$ cat src/rtl/bus_drvr_fifo.sv
// Per-terminal bus endpoint: a TX queue feeding the arbiter's pndng/D_pop port and
// an address-filtered RX queue fed by the arbiter's push/D_push port.

module bus_drvr_fifo_q #(
  parameter int W     = 16,
  parameter int DEPTH = 8
) (
  input  logic                     clk,
  input  logic                     rst_n,
  input  logic                     wr,
  input  logic [W-1:0]             wr_data,
  input  logic                     rd,
  output logic [W-1:0]             head,
  output logic [$clog2(DEPTH):0]   count,
  output logic                     drop
);
  localparam int AW = $clog2(DEPTH);
  localparam int CW = AW + 1;

  logic [W-1:0]  mem [DEPTH];
  logic [AW-1:0] wr_ptr, rd_ptr, rd_ptr_nxt;
  logic [CW-1:0] remain, count_nxt;
  logic [W-1:0]  head_nxt;
  logic          do_rd, do_wr;

  // A read on a full queue frees the slot the same-edge write lands in.
  always_comb begin
    do_rd      = rd && (count != '0);
    do_wr      = wr && ((count != CW'(DEPTH)) || do_rd);
    drop       = wr && !do_wr;
    rd_ptr_nxt = do_rd ? rd_ptr + AW'(1) : rd_ptr;
    remain     = count - CW'(do_rd);
    count_nxt  = remain + CW'(do_wr);
    head_nxt   = '0;
    // Show-ahead head: the surviving oldest entry, or the incoming word if none survives.
    if (remain != '0)
      head_nxt = mem[rd_ptr_nxt];
    else if (do_wr)
      head_nxt = wr_data;
  end

  always_ff @(posedge clk or negedge rst_n) begin
    if (!rst_n) begin
      wr_ptr <= '0;
      rd_ptr <= '0;
      count  <= '0;
      head   <= '0;
    end else begin
      // NOTE: sequential state uses non-blocking assignments so every register samples pre-edge values.
      if (do_wr) wr_ptr <= wr_ptr + AW'(1);
      rd_ptr <= rd_ptr_nxt;
      count  <= count_nxt;
      head   <= head_nxt;
    end
  end

  // NOTE: storage has no reset; occupancy gates every read, so stale contents are never visible.
  always_ff @(posedge clk) begin
    if (do_wr) mem[wr_ptr] <= wr_data;
  end
endmodule

module bus_drvr_fifo #(
  parameter int          pckg_sz   = 16,
  parameter int          depth     = 8,
  parameter logic [7:0]  ID        = 8'd0,
  parameter logic [7:0]  broadcast = 8'hFF
) (
  input  logic                     clk,
  input  logic                     reset,
  input  logic                     tx_wr,
  input  logic [pckg_sz-1:0]       tx_data,
  output logic                     tx_full,
  output logic [$clog2(depth):0]   tx_count,
  output logic                     pndng,
  output logic [pckg_sz-1:0]       D_pop,
  input  logic                     pop,
  input  logic                     push,
  input  logic [pckg_sz-1:0]       D_push,
  input  logic                     rx_rd,
  output logic [pckg_sz-1:0]       rx_data,
  output logic                     rx_vld,
  output logic                     rx_full,
  output logic [7:0]               tx_drop_cnt,
  output logic [7:0]               rx_drop_cnt,
  output logic [7:0]               misroute_cnt
);
  localparam int CW = $clog2(depth) + 1;

  logic [CW-1:0] rx_count;
  logic [7:0]    dest;
  logic          rx_hit, misroute, tx_drop, rx_drop;

  assign dest     = D_push[pckg_sz-1 -: 8];
  assign rx_hit   = push && ((dest == ID) || (dest == broadcast));
  assign misroute = push && !rx_hit;

  bus_drvr_fifo_q #(.W(pckg_sz), .DEPTH(depth)) u_tx (
    .clk     (clk),
    .rst_n   (reset),
    .wr      (tx_wr),
    .wr_data (tx_data),
    .rd      (pop),
    .head    (D_pop),
    .count   (tx_count),
    .drop    (tx_drop)
  );

  bus_drvr_fifo_q #(.W(pckg_sz), .DEPTH(depth)) u_rx (
    .clk     (clk),
    .rst_n   (reset),
    .wr      (rx_hit),
    .wr_data (D_push),
    .rd      (rx_rd),
    .head    (rx_data),
    .count   (rx_count),
    .drop    (rx_drop)
  );

  // Flags come straight from registered occupancy, never from pop/rx_rd.
  assign pndng   = (tx_count != '0);
  assign tx_full = (tx_count == CW'(depth));
  assign rx_vld  = (rx_count != '0);
  assign rx_full = (rx_count == CW'(depth));

  always_ff @(posedge clk or negedge reset) begin
    if (!reset) begin
      tx_drop_cnt  <= '0;
      rx_drop_cnt  <= '0;
      misroute_cnt <= '0;
    end else begin
      if (tx_drop  && tx_drop_cnt  != 8'hFF) tx_drop_cnt  <= tx_drop_cnt  + 8'd1;
      if (rx_drop  && rx_drop_cnt  != 8'hFF) rx_drop_cnt  <= rx_drop_cnt  + 8'd1;
      if (misroute && misroute_cnt != 8'hFF) misroute_cnt <= misroute_cnt + 8'd1;
    end
  end
endmodule

$ cat config.mk
export PLATFORM = sky130hd
export DESIGN_NAME = bus_drvr_fifo
export DESIGN_NICKNAME = d
export VERILOG_FILES = /design/src/rtl/bus_drvr_fifo.sv
export SDC_FILE = /design/constraint.sdc
export NUM_CORES = 1
export LEC_CHECK = 0
export ABC_AREA = 1
export CORE_AREA = 2 2 226 172
export DETAILED_ROUTE_END_ITERATION = 10
export DIE_AREA = 0 0 228 174
export PLACE_DENSITY = 0.67
export SLEW_MARGIN = 10
export SYNTH_ARGS = -nofsm -noshare
export SYNTH_HDL_FRONTEND = slang
export SYNTH_SLANG_ARGS = --single-unit
$ cat constraint.sdc
create_clock -name clk -period 2.7 [get_ports clk]
set_input_delay 0.405 -clock clk [delete_from_list [all_inputs] [get_ports clk]]
set_output_delay 0.405 -clock clk [all_outputs]
set_load 0.02 [all_outputs]
* After elaboration in Yosys (flattened, before gate mapping) *
Memory sizes are Yosys's and may differ from the RTL's.
Cells that the tools add are included.

operators by class
  add/sub/neg operators = 11
  equality and inequality tests = 8
  multiplexer cells = 10
  reductions and logical operators = 22

operators with widths
  operator                                     number
  two-way mux 16 bit                           4
  adder 8 x 1 -> 8 bit, second input constant  3
  != test 8 bit, second input constant         3
  nonzero test 4 bit                           4
  adder 3 x 1 -> 3 bit, second input constant  4
  logical AND 1 bit                            11
  adder 4 x 1 -> 4 bit                         2
  == test 4 bit, second input constant         2
  == test 8 bit, second input constant         1
  zero test 8 bit                              1
  != test 4 bit, second input constant         2
  subtractor 4 x 1 -> 4 bit                    2
  two-way mux 3 bit                            2
  two-way mux 1 bit                            4
  zero test 1 bit                              3
  logical OR 1 bit                             3

storage, ports and cells
  bits in registers = 76
  memory bits (writable) = 256
  bits of input ports = 38
  output and inout bits = 64
  logic and storage cells = 64
  memories kept = 2

memories
  memory    words  width  rd ports  clocked after memory_dff  write ports  RTL line  text
  u_rx.mem  8      16     1         0                         1            20        logic [W-1:0] mem [DEPTH];
  u_tx.mem  8      16     1         0                         1            20

* Depth between registers and ports, before layout *
Gate-level depths: netlist (run 1).

  depth in word-level cells = 7
  mapped depth = 13
  mapped depth without buffers = 12

* Modules after synthesis *
Synthesis (run 1) repeated with hierarchy kept, for this count alone.

second synthesis, totals
  cells, all modules = 1488
  area total of the unflattened synthesis = 14999.4 µm²

by module, submodules not included
  module                  instances  cells each  area each (µm²)  seq. area each (µm²)
  bus_drvr_fifo_q (u_tx)  1          651         6785.3           4494.3
  bus_drvr_fifo_q (u_rx)  1          651         6781.5           4494.3
  bus_drvr_fifo           1          186         1432.6           600.6

* Worst setup path before layout (run 1) *
OpenSTA, ideal clock, no wires.

  kind = flip-flop to flip-flop
  start = register u_tx.count[3]
  end = memory u_tx.mem[4][0] (enable)
  setup time = 388 ps
  arrival time = 1907 ps
  data required time = 2312 ps
  setup slack = 405 ps
  cell stages (with the launch flop) = 7
  buffers on the path = 0
  clock period less this slack = 2295 ps
  cell sequence = dfrtp_1 > inv_1 > nor4_4 > nand2_1 > nand2_1 > or2_2 > nor2_1

on the way
  longest elaborated chain between the ends = 6
  elaborated cells on any way between the ends = 7
  those cells by class = eq/ne (1); mux (2); reduce/logical (4)

ends and longest elaborated chain
  element                                    RTL line  text
  start, declared                            14        output logic [$clog2(DEPTH):0] count,
  start signal, assigned                     52        count <= count_nxt;
  nonzero test 4 bit                         28        do_rd = rd && (count != '0);
  logical AND 1 bit                          28
  logical OR 1 bit *                         29        do_wr = wr && ((count != CW'(DEPTH)) || do_rd);
  logical AND 1 bit *                        29
  two-way mux 1 bit *                        59        if (do_wr) mem[wr_ptr] <= wr_data;
  two-way mux 1 bit (implied by the code) *  59
  end, declared                              20

Every way passes the cells marked *; elsewhere a longest branch is shown, timed or not.

* Final worst setup path (run 1) *
  start = register u_rx.count[3]
  end = register u_rx.head[15]

on the way
  longest elaborated chain between the ends = 6
  elaborated cells on any way between the ends = 11
  those cells by class = add/sub (1); eq/ne (1); mux (3); reduce/logical (5); memory (1)

ends and longest elaborated chain
  element                                                            RTL line  text
  start, declared                                                    14
  start signal, assigned                                             52
  branches (longest 5 deep; another with subtractor 4 x 1 -> 4 bit)  -
  two-way mux 16 bit *                                               36        if (remain != '0)
  via u_rx.head_nxt[15]                                              23        logic [W-1:0] head_nxt;
  end signal, assigned                                               53        head <= head_nxt;
  end, declared                                                      13        output logic [W-1:0] head,

Mark *: on every way through the listed nets, which the timed path passes.
A chain may end at the register's enable or synchronous reset.

==> impl_results.md, run 1 <==
* Post-synthesis register bit count at 332
* GRT Overall Usage at 17.9%
* Buffers & Inverters on Critical Path at 2
* Critical-path cell list: nor2_1 > nand2_2 > nand2_4 > inv_2 > ha_1 > ha_1 > xor2_1 > nor3_4 > inv_1 > nand3_1 > nand2_1
* Worst Path Arrival at 2.93 ns
* DIE WIDTH at around 230 um
* Run status: completed
* Hold crit path type: in -> async
* Inserted Clock Buffers at 36
* Post-synth top area share at 51.7%
* Routed WL per cell at 16.6 um
* Post-Syn Instances at 1449
* Worst-Skew Late Latency at between 0.5 and 0.6 ns
* Layout Utilization at ~48%
* Clock period minus worst slack at around 2.5 ns
* Max_cap viols at 0
* Total Power at between 0.015 and 0.02 W
* CTS tree: yes
* Final Hold Fails at 0
* First-pass GRT wire length at between 50000 and 60000 um
* Worst-path clk slew at approximately 0.060 ns
* Post-synth top area cell: edfxtp_1
* Num rows at 62
* Slew Limit Fails at 0
* IO Pins at 102
* Routed via count at 10400
* Total clock sinks at 332
* Final setup vio count at 0
* Startpoint Class: register
* DR iter-0 viols at between 900 and 1000
* RSZ-0062 raised after global routing: no
* Pwr Density at ~1000 nW/um^2
* Post-synth cell types at 34
* Final wirelength at 35400 um
* Clock buffer depth at 3
* Root Driver: clkbuf_16
* P&R area growth vs syn at 21.3%
* H-tree levels at 2
* Max-slew headroom at 59.4%
* Dpl hpwl at roughly 23000 um
* Worst setup EP type: register
* Final period util at 92.3%
* Top-count cell post-synth: nand3_1
* Antenna-violating nets left at 0
* Commonest cells in the netlist: 378 x nand3_1, 300 x inv_1, 256 x edfxtp_1
* Worst-margin pin slew at 0.606 ns
* Drt pass-1 iters at 5
* Initial Util at 39.4%
* Number of hold buffers added after cts at 1
* Routed vias/inst at roughly 5
* CP delay by family, top: simple AND/OR/NAND/NOR gates
* Top FF cell, synth: edfxtp_1
* Buffers on Ports at 101
* Syn nets at roughly 1500
* DRC at 0
* EDFF count, synth at 256
* Total die area at 39700 um^2
* Ant diodes at 0
* Ys Warns at 0
* Cts repair resizes at 0
* WP data required at 3.14 ns
* Syn Area/Cell at 10.3 um^2
* Crit Path Category: reg -> reg
* Skew final at 0.0128 ns
* Layout cells sized above 1 at between 9 and 10%
* Nets at 1646
* CP max stage delay at 0.45 ns
* Initial antenna violation count at 0
* Crit path top cell by count: ha_1
* Crit-path slowest cell: inv_1
* Setup crit start: u_rx.count[3]
* Final global-route overflow total at 0
* FFs w/ async S/R, synth at 22.9%
* Core region area at 37700 um^2
* Fmax at 0.401 GHz
* Worst-path fanout max at 16
* Peak supply drop at 0.697 mV
* Mapped Area at about 15000 um^2
* Post-CTS Setup Inserts at 0
* GPL Wtd Cong at 0.820
* Die Ht at roughly 170 um
* Worst R2R Start: u_rx.count[3]
* Register area share after synthesis at between 60% and 70%
* Largest net degree at the start of global routing at 44
* Synth area leaders: edfxtp_1 52%, dfrtp_1 13%, nand3_1 13%
* Leak at 7.91 nW
* Vias in the first global route at 10100
placed cells by master (no fill, tap or decap), types with 7 or more instances in the layout:
master	netlist	final
buf_4	6	48
clkdlybuf4s50_1	0	100
nand2_1	247	247
nor2_1	27	27
xnor2_1	12	12
clkinv_2	0	7
edfxtp_1	256	256
nand2_2	8	8
buf_12	0	14
dfrtp_1	76	76
nand3_1	378	378
clkbuf_16	0	37
xor2_1	20	20
inv_1	300	300
ha_1	15	15
o21ai_0	16	16
flip-flops by register name, summed over array words and instances (netlist names):
name and count:
tx_drop_cnt 8, u_tx.mem 128, u_rx.rd_ptr 3, u_tx.rd_ptr 3
u_rx.mem 128, u_rx.count 4, u_tx.count 4, u_rx.wr_ptr 3
misroute_cnt 8, u_tx.head 16, u_rx.head 16, rx_drop_cnt 8
u_tx.wr_ptr 3
logic make-up after synthesis:
group	share of synthesized area (%)
AO/OA/AOI/OAI	0.850
XOR/XNOR	1.89
adder cells (fa/ha/maj)	1.26
buffers and inverters	9.81
flip-flops	64.5
AND/OR/NAND/NOR	21.7
metal layers:
layer  global-route usage [%]  share of wire [%]  vias to the layer above
li1                         -                  -                     5034
met1                     26.8                 48                     4968
met2                     26.9                 43                      351
met3                     2.81                6.8                       56
met4                     5.01                2.1                        0
met5                        0                  0                        -
stage by stage:
stage / hold WS [ns] / std cells / worst slack [ns] / cell area [um^2] / setup TNS [ns]
after floorplan: 0.109 / 1449 / 0.405 / 14900 / 0
after global placement: 0.416 / 2066 / 0.0395 / 16800 / 0
after detailed placement: 0.422 / 2066 / -0.0822 / 16800 / -1.04
after CTS: 0.416 / 2133 / 0.232 / 18000 / 0
after global routing: 0.450 / 2133 / 0.00261 / 18000 / 0
final: 0.409 / 2133 / 0.208 / 18000 / 0
final timing paths:
check                      cells past startpoint              to  slack, ns
setup / recovery                              11   u_rx.head[15]       0.21
hold / removal                                 2  u_tx.rd_ptr[1]       0.41
setup reg to reg                              11   u_rx.head[15]       0.21
hold reg to reg                                1  tx_drop_cnt[2]       0.52
max in group asynchronous                      3  u_rx.rd_ptr[0]       1.65
min in group clk                               1  tx_drop_cnt[2]       0.52
report_power, final:
part           switching, W  internal [W]  leakage [nW]  total, W
combinational       0.00442       0.00252          4.08   0.00693
clock               0.00197       0.00292         0.587   0.00489
sequential         0.000386       0.00627          3.24   0.00665
worst register-to-register path: cells and delay by family (launching register included):
family | cells | cell delay (ns)
DFF | 1 | 0.41
and+or+nand+nor | 6 | 0.71
adders and majority gates | 2 | 0.41
xor gates and xnor gates | 1 | 0.35
buffers and inverters | 2 | 0.52
area by class of cell:
cell class                 count  area (um^2)
clock buffer                  47         1000
clock inverter                19          179
fill                        3450        19700
inverter                     304         1140
multi-input combinational    756         3820
sequential                   332         9590
tap                          512          641
timing repair buffer         163         1650
(Power assumes the default switching activity.)
==> run 2, diff against run 1 <==
Settings changed: SLEW_MARGIN 10 to 20.
==> results of run 2 <==
The final DEF is identical to that of run 1; final timing and power are the same.
